===== src/rtl/cordic_pkg.sv =====
// Shared definitions for the rotational CORDIC and its angle pre-normaliser.
// Contents:
//   DEFAULT_WORD_LENGTH  default X/Y/Z width (signed Q6.11)
//   PI, HALF_PI, TWO_PI  Q6.11 angle constants, truncated
//   state_t              pre-normaliser FSM states
//   sat_neg()            two's-complement negate that clamps -MIN to +MAX
package cordic_pkg;

  localparam int DEFAULT_WORD_LENGTH = 18;

  localparam int PI      = 6433;   // 0x01921
  localparam int HALF_PI = 3216;   // 0x00C90
  localparam int TWO_PI  = 12867;  // 0x03243

  typedef enum logic [1:0] {
    ST_IDLE = 2'd0,
    ST_WRAP = 2'd1,
    ST_FOLD = 2'd2,
    ST_WAIT = 2'd3
  } state_t;

  // The most negative value has no positive counterpart, so it maps to the
  // most positive value instead of wrapping back onto itself.
  function automatic logic signed [DEFAULT_WORD_LENGTH-1:0] sat_neg(
    input logic signed [DEFAULT_WORD_LENGTH-1:0] v
  );
    logic signed [DEFAULT_WORD_LENGTH-1:0] most_neg;
    logic signed [DEFAULT_WORD_LENGTH-1:0] most_pos;
    most_neg = {1'b1, {(DEFAULT_WORD_LENGTH-1){1'b0}}};
    most_pos = {1'b0, {(DEFAULT_WORD_LENGTH-1){1'b1}}};
    if (v == most_neg) return most_pos;
    return -v;
  endfunction

endpackage


===== src/rtl/cordic_angle_prenorm.sv =====
// Angle pre-normaliser in front of the rotational CORDIC.
// Takes an arbitrary signed Q6.11 angle Zi with vector (Xi, Yi), wraps the
// angle into [-PI, PI] one 2*PI step per cycle, folds it into
// [-PI/2, PI/2] by +/-PI (negating X and Y when folding), then hands the
// triple to the CORDIC with a one-cycle Start and waits for Cordic_Done.
// Ports:
//   CLK, RST            clock (rising edge), async active-low reset
//   ENABLE              request strobe, honoured only while Ready=1
//   Xi, Yi, Zi          input vector and angle
//   Cordic_Done         completion from the downstream CORDIC
//   Xo, Yo, Zo          normalised vector/angle, held until the next request
//   Start               one-cycle pulse to the CORDIC ENABLE
//   Ready               high only while idle
module cordic_angle_prenorm
  import cordic_pkg::*;
#(
  parameter int WORD_LENGTH = DEFAULT_WORD_LENGTH
) (
  input  logic                   CLK,
  input  logic                   RST,
  input  logic                   ENABLE,
  input  logic [WORD_LENGTH-1:0] Xi,
  input  logic [WORD_LENGTH-1:0] Yi,
  input  logic [WORD_LENGTH-1:0] Zi,
  input  logic                   Cordic_Done,
  output logic [WORD_LENGTH-1:0] Xo,
  output logic [WORD_LENGTH-1:0] Yo,
  output logic [WORD_LENGTH-1:0] Zo,
  output logic                   Start,
  output logic                   Ready
);

  localparam logic signed [WORD_LENGTH-1:0] PI_C      = WORD_LENGTH'(PI);
  localparam logic signed [WORD_LENGTH-1:0] NEG_PI_C  = -PI_C;
  localparam logic signed [WORD_LENGTH-1:0] HPI_C     = WORD_LENGTH'(HALF_PI);
  localparam logic signed [WORD_LENGTH-1:0] NEG_HPI_C = -HPI_C;
  localparam logic signed [WORD_LENGTH-1:0] TWO_PI_C  = WORD_LENGTH'(TWO_PI);

  state_t state_q, state_d;
  logic signed [WORD_LENGTH-1:0] x_q, x_d;
  logic signed [WORD_LENGTH-1:0] y_q, y_d;
  logic signed [WORD_LENGTH-1:0] z_q, z_d;
  logic signed [WORD_LENGTH-1:0] xo_q, xo_d;
  logic signed [WORD_LENGTH-1:0] yo_q, yo_d;
  logic signed [WORD_LENGTH-1:0] zo_q, zo_d;
  logic start_q, start_d;

  always_comb begin
    state_d = state_q;
    x_d     = x_q;
    y_d     = y_q;
    z_d     = z_q;
    xo_d    = xo_q;
    yo_d    = yo_q;
    zo_d    = zo_q;
    start_d = 1'b0;
    case (state_q)
      ST_IDLE: begin
        if (ENABLE) begin
          x_d     = Xi;
          y_d     = Yi;
          z_d     = Zi;
          state_d = ST_WRAP;
        end
      end
      ST_WRAP: begin
        // Each step moves Z toward zero, so the add/sub cannot overflow.
        if (z_q > PI_C) begin
          z_d = z_q - TWO_PI_C;
        end else if (z_q < NEG_PI_C) begin
          z_d = z_q + TWO_PI_C;
        end else begin
          state_d = ST_FOLD;
        end
      end
      ST_FOLD: begin
        // Exactly +/-HALF_PI stays put; the CORDIC converges there.
        if (z_q > HPI_C) begin
          zo_d = z_q - PI_C;
          xo_d = sat_neg(x_q);
          yo_d = sat_neg(y_q);
        end else if (z_q < NEG_HPI_C) begin
          zo_d = z_q + PI_C;
          xo_d = sat_neg(x_q);
          yo_d = sat_neg(y_q);
        end else begin
          zo_d = z_q;
          xo_d = x_q;
          yo_d = y_q;
        end
        start_d = 1'b1;
        state_d = ST_WAIT;
      end
      ST_WAIT: begin
        if (Cordic_Done) state_d = ST_IDLE;
      end
      default: state_d = ST_IDLE;
    endcase
  end

  always_ff @(posedge CLK or negedge RST) begin
    if (!RST) begin
      state_q <= ST_IDLE;
      x_q     <= '0;
      y_q     <= '0;
      z_q     <= '0;
      xo_q    <= '0;
      yo_q    <= '0;
      zo_q    <= '0;
      start_q <= 1'b0;
    end else begin
      state_q <= state_d;
      x_q     <= x_d;
      y_q     <= y_d;
      z_q     <= z_d;
      xo_q    <= xo_d;
      yo_q    <= yo_d;
      zo_q    <= zo_d;
      start_q <= start_d;
    end
  end

  assign Xo    = xo_q;
  assign Yo    = yo_q;
  assign Zo    = zo_q;
  assign Start = start_q;
  assign Ready = (state_q == ST_IDLE);

endmodule


===== config.mk =====
export PLATFORM = sky130hd
export DESIGN_NAME = cordic_angle_prenorm
export DESIGN_NICKNAME = d
export VERILOG_FILES = /design/src/rtl/cordic_pkg.sv /design/src/rtl/cordic_angle_prenorm.sv
export SDC_FILE = /design/constraint.sdc
export NUM_CORES = 1
export LEC_CHECK = 0
export CAP_MARGIN = 20
export CORE_ASPECT_RATIO = 0.75
export CORE_UTILIZATION = 40
export CTS_CLUSTER_DIAMETER = 30
export DETAILED_ROUTE_END_ITERATION = 10
export PLACE_DENSITY = 0.63
export SLEW_MARGIN = 15
export SYNTH_ARGS = -nofsm -noshare
export SYNTH_HDL_FRONTEND = slang
export SYNTH_SLANG_ARGS = --single-unit

===== constraint.sdc =====
create_clock -name CLK -period 5.56 [get_ports CLK]
set_input_delay 1.668 -clock CLK [delete_from_list [all_inputs] [get_ports CLK]]
set_output_delay 1.668 -clock CLK [all_outputs]
set_load 0.005 [all_outputs]

Word-level counts from Yosys, hierarchy flattened

Cells that the tools add are included.
Widths: inputs -> output; s select.

Register bits after elaboration: 111
Input bits: 58
Output and inout port bits: 56
Word-level logic and storage cells: 67

$add $sub $neg: 6
Magnitude comparators: 4
Equal/unequal tests: 10
Mux-type cells: 34
Reduce and logical (&&, ||, !) cells: 5

Operator list:

| kind                   | count |
|---|---|
| $mux 18                | 15 |
| $eq 18x18->1 const B   | 2 |
| $neg 18->18            | 2 |
| $pmux 18 s2            | 1 |
| $add 18x14->18 const B | 1 |
| $add 18x15->18 const B | 1 |
| $gt 18x13->1 const B   | 1 |
| $gt 18x14->1 const B   | 1 |
| $lt 18x13->1 const B   | 1 |
| $lt 18x14->1 const B   | 1 |
| $sub 18x14->18 const B | 1 |
| $sub 18x15->18 const B | 1 |
| $mux 1                 | 13 |
| $mux 2                 | 4 |
| $ne 2x2->1 const B     | 4 |
| $pmux 2 s4             | 1 |
| $eq 2x2->1 const B     | 2 |
| $reduce_and 4->1       | 1 |
| $ne 3x3->1 const B     | 1 |
| $reduce_and 3->1       | 1 |
| $eq 2x1->1 const B     | 1 |
| $logic_not 2->1        | 1 |
| $reduce_and 2->1       | 1 |
| $reduce_bool 2->1      | 1 |

Depth between registers and ports, before layout

Depth after elaboration: 8
Depth in mapped cells: 21
Mapped depth without buffers: 17

Worst setup path before layout

OpenSTA, ideal clock, no wires.

Path kind: reg2reg
Start point: register z_q[1]
End point: register z_q[16]
Library setup time: 0.121 ns
Arrival time: 4.001 ns
Required time: 5.439 ns
Path slack: 1.438 ns
Cell stages (with the launch flop): 19
Path buffers: 3
Clock period less this slack: 4.122 ns
Cell sequence: dfrtp_1 clkbuf_1 inv_1 ha_1 or4b_4 a221oi_2 o21a_4 nor3_4 clkinv_4 buf_2 buf_4 ha_1 inv_1 o41a_2 o211a_1 a21oi_2 mux2i_1 a31oi_1 o22a_1

Word-level cells in the longest chain between the ends: 4
Elaborated cells between the ends (all ways): 9
Those cells by class: add/sub (2); order compare (2); eq/ne (1); mux (3); reduce/logical (1)

Ends and longest elaborated chain:

| what                   | line                        | RTL |
|---|---|---|
| from (decl)            | cordic_angle_prenorm.sv:42  | `logic signed [WORD_LENGTH-1:0] z_q, z_d;` |
| from (signal assigned) | cordic_angle_prenorm.sv:115 | `z_q <= z_d;` |
| $add 18x15->18         | cordic_angle_prenorm.sv:71  | `z_d = z_q + TWO_PI_C;` |
| $mux 18                | cordic_angle_prenorm.sv:70  | `end else if (z_q < NEG_PI_C) begin` |
| $mux 18                | cordic_angle_prenorm.sv:68  | `if (z_q > PI_C) begin` |
| $pmux 18 s2            | cordic_angle_prenorm.sv:57  | `case (state_q)` |

Parallel ways exist; a longest one is shown, timed or not. The select of a mux whose other input is x is not followed.
A chain may end at the register's enable or synchronous reset.

Worst setup path in the final report

Start point: register z_q[0]
End point: register z_q[16]

Same word-level chain as after synthesis.

==> flow_metrics.py <==
metrics = {
    "outcome": {
        "outcome": "completed",
    },
    "detailed_routing": {
        "drc": 0,
        "viasPerCell": 5.67,
        "wl_per_cell_um": 17.6,
        "routed_wl_um": 18500,
        "vias": 5963,
        "route.antenna.remaining_nets": 0,
        "first_pass_iters": 5,
        "drtIter0Drc": 397,
    },
    "synthesis": {
        "syn_area_um2": 6880,
        "syn_inst": 750,
        "synth.area.top_cells": "dfrtp_1 40%, mux2_2 9.8%, a21oi_1 4.7%",
        "synth_top_family_by_area": "compound AO/OA/AOI/OAI gates",
        "yosysSeqAreaShare_pct": 40.3,
        "synthSimpleGateAreaFrac_pct": 17.1,
        "ys.flop_type": "dfrtp_1",
        "syn_area_per_cell_um2": 9.18,
        "synth_mux_area_share_pct": 10.7,
        "synth-adder-area-share_pct": 2.73,
        "synth_edf_count": 0,
        "synthXorXnorAreaFrac_pct": 4.96,
        "synth_cell_types": 77,
        "yosysTopAreaCell": "dfrtp_1",
        "synth_compound_area_share_pct": 19.2,
        "synth_top_area_share_pct": 40.3,
        "ys_ff_latch": 111,
        "synth_nets": 823,
        "async_flop_share_pct": 100,
        "yosysWarnings": 0,
    },
    "clock_tree": {
        "clk_pin_slew_ns": 0.08,
        "hold_buffers": 0,
        "clock_sinks": 111,
        "clock_latency_ns": 0.36,
        "htreeDepth": 3,
        "postCtsResizedCells": 0,
        "cts_tree": "done",
        "clock_path_buffers": 2,
        "numCtsBuffers": 9,
        "post_cts_buffers": 0,
        "cts_root_buffer": "clkbuf_16",
    },
    "timing": {
        "skew_ns": 0.00729,
        "setup_viol": 0,
        "relSlewSlack_pct": 36.9,
        "tightest_slew_ns": 0.947,
        "fmax_mhz": 230,
        "layout_setup_ws_ns": 1.22,
        "finalMaxSlewViolations": 0,
        "fin_crit_ns": 4.34,
        "period_share_pct": 78.0,
        "grt_setup_unrepaired": "false",
        "finalHoldViolations": 0,
        "tns_ns": 0,
    },
    "grt": {
        "first_global_vias": 5805,
        "grt_pass1_wl_um": 30300,
        "grt_util_all_layers_pct": 21.4,
        "grt_max_degree": 54,
        "antenna_found_initial": 0,
        "grt_overflow": 0,
    },
    "final_layout": {
        "fin_util_pct": 50.0,
        "nNetsFinal": 905,
        "drive_above_1_share_pct": 13.3,
        "area_growth_syn_to_layout_pct": 22.2,
        "diodes": 0,
        "stdcell_count": 1052,
    },
    "critical_path": {
        "arrival_ns": 4.58,
        "r2r_start": "z_q[0]",
        "cp.depth": 15,
        "cp-startpoint": "z_q[0]",
        "slowest_delay_ns": 0.54,
        "worstPathRequired_ns": 5.81,
        "startpoint_type": "flip-flop",
        "crit_chain": "inv_1 -> ha_1 -> or4b_4 -> a221oi_2 -> o21a_4 -> nor3_4 -> clkinv_4 -> ha_1 -> inv_1 -> o41a_2 -> o211a_1 -> a21oi_2 -> mux2i_1 -> a31oi_1 -> o22a_1",
        "crit_slowest_cell": "o41a_2",
        "worstSetupPathType": "flip-flop to flip-flop",
        "critPathBufInv": 3,
        "rr_worst_depth": 15,
        "cp_top_family": "compound AO/OA/AOI/OAI gates",
        "crit_fanout": 27,
        "cp-end-kind": "flip-flop",
    },
    "power_and_ir_drop": {
        "leakage_uw": 0.00342,
        "peakVddDrop_uv": 273,
        "powerDensity_nw_per_um2": 642,
    },
    "floorplan": {
        "start_util_pct": 40.9,
        "die_w_um": 153,
        "core_um2": 16800,
        "ios": 114,
        "die_h_um": 116,
        "row_count": 41,
        "dieArea_um2": 17700,
    },
    "worst_hold_path": {
        "min_path_cells": 1,
        "hold_class": "flip-flop to flip-flop",
        "hold_start": "Xo[9]",
    },
    "placement": {
        "gp_congestion": 0.837,
        "portBuffers": 113,
        "post-place-ws_ns": 1.27,
        "place_hpwl_um": 13000,
        "placedCellCount": 1036,
    },
    "run": {
        "cap_viol_max_count": 0,
    },
}
-- worst reg2reg max path: stages (launching register included) --
cell	delay, ns
dfrtp_1	0.46
inv_1	0.20
ha_1	0.19
or4b_4	0.48
a221oi_2	0.46
o21a_4	0.24
nor3_4	0.09
clkinv_4	0.21
ha_1	0.30
inv_1	0.09
o41a_2	0.54
o211a_1	0.16
a21oi_2	0.22
mux2i_1	0.26
a31oi_1	0.11
o22a_1	0.19
-- synth_stat cells (all sizes together), types with 3 or more instances --
cell,count
nor2b,4
o22ai,11
nand3,12
xor2,22
and3,8
inv,26
and2,4
o21a,4
and4,3
o31ai,6
nor2,77
xnor2,17
nand2,59
or2,8
o211ai,8
nor4,4
a211oi,7
nand2b,12
a41oi,3
o221ai,5
or3,13
clkbuf,35
a21oi,66
mux2,60
buf,16
ha,15
mux2i,6
a31oi,22
dfrtp,111
a211o,4
or4,4
nor3,18
o21ai,36
a21o,5
a221oi,4
o22a,5
-- power breakdown --
group          internal, uW  total [uW]  switching (uW)
clock network           315         650             335
registers              1230        1770             541
logic                  1480        2980            1500
total                  3020        5400            2380
-- registers in the layout, indices dropped and copies added, names as in the netlist --
signal and flops:
state_q 2, Zo 18, x_q 18, Start 1, y_q 18, Xo 18, z_q 18, Yo 18
-- layout make-up --
class | count | area (um2)
clock buffers | 9 | 225
clock inverters | 7 | 67.6
fillers | 1560 | 8410
inverters | 27 | 106
multi-input cells | 561 | 3770
flip-flops and latches | 111 | 2780
well taps | 215 | 269
repair buffers | 122 | 1200
-- stage by stage --
step | power (uW) | area (um2) | hold WS, ns
final | 5400 | 8410 | 0.510
after global routing | 5860 | 8410 | 0.529
after CTS | 5410 | 8410 | 0.514
after detailed placement | 4730 | 8120 | 0.498
after global placement | 4670 | 8120 | 0.483
after floorplan | 3720 | 6880 | 0.493
-- final timing paths --
check / to / slack [ns]
worst max-delay path: z_q[16] / 1.22
min in group asynchronous: Start / 1.38
worst min-delay path: Xo[9] / 0.51
max in group asynchronous: y_q[2] / 3.27
worst min register to register: Xo[9] / 0.51
worst max register to register: z_q[16] / 1.22
-- routing by layer --
layer / GRT usage (%) / vias to the layer above / share of wire, %
met5: 0 / - / 0
met1: 31.9 / 2886 / 52
met3: 4.04 / 19 / 5.5
li1: - / 2870 / -
met2: 31.5 / 188 / 42
met4: 5.60 / 0 / 1.1
-- layout by cell type (no fill, tap or decap), types with 6 or more instances in the layout --
master and instances:
clkdlybuf4s50_1 112, dfrtp_1 111, nor2_1 76, a21oi_1 65, mux2_2 60, nand2_1 59, o21ai_0 33, inv_1 26
xor2_1 22, a31oi_1 21, xnor2_1 17, nor3_1 15, ha_1 14, or3_1 12, nand2b_1 12, nand3_1 12
o22ai_1 11, buf_4 10, clkbuf_16 9, and3_1 8, o211ai_1 8, or2_2 7, a211oi_1 7, mux2i_1 6
o31ai_1 6
-- logic make-up after synthesis --
group           Yosys count
flops                   111
mux                      66
compound gates          204
buf+inv                  78
fa+ha+maj                15
xor+xnor                 39
simple gates            237
Note: power is estimated with default switching activity, not from simulation.
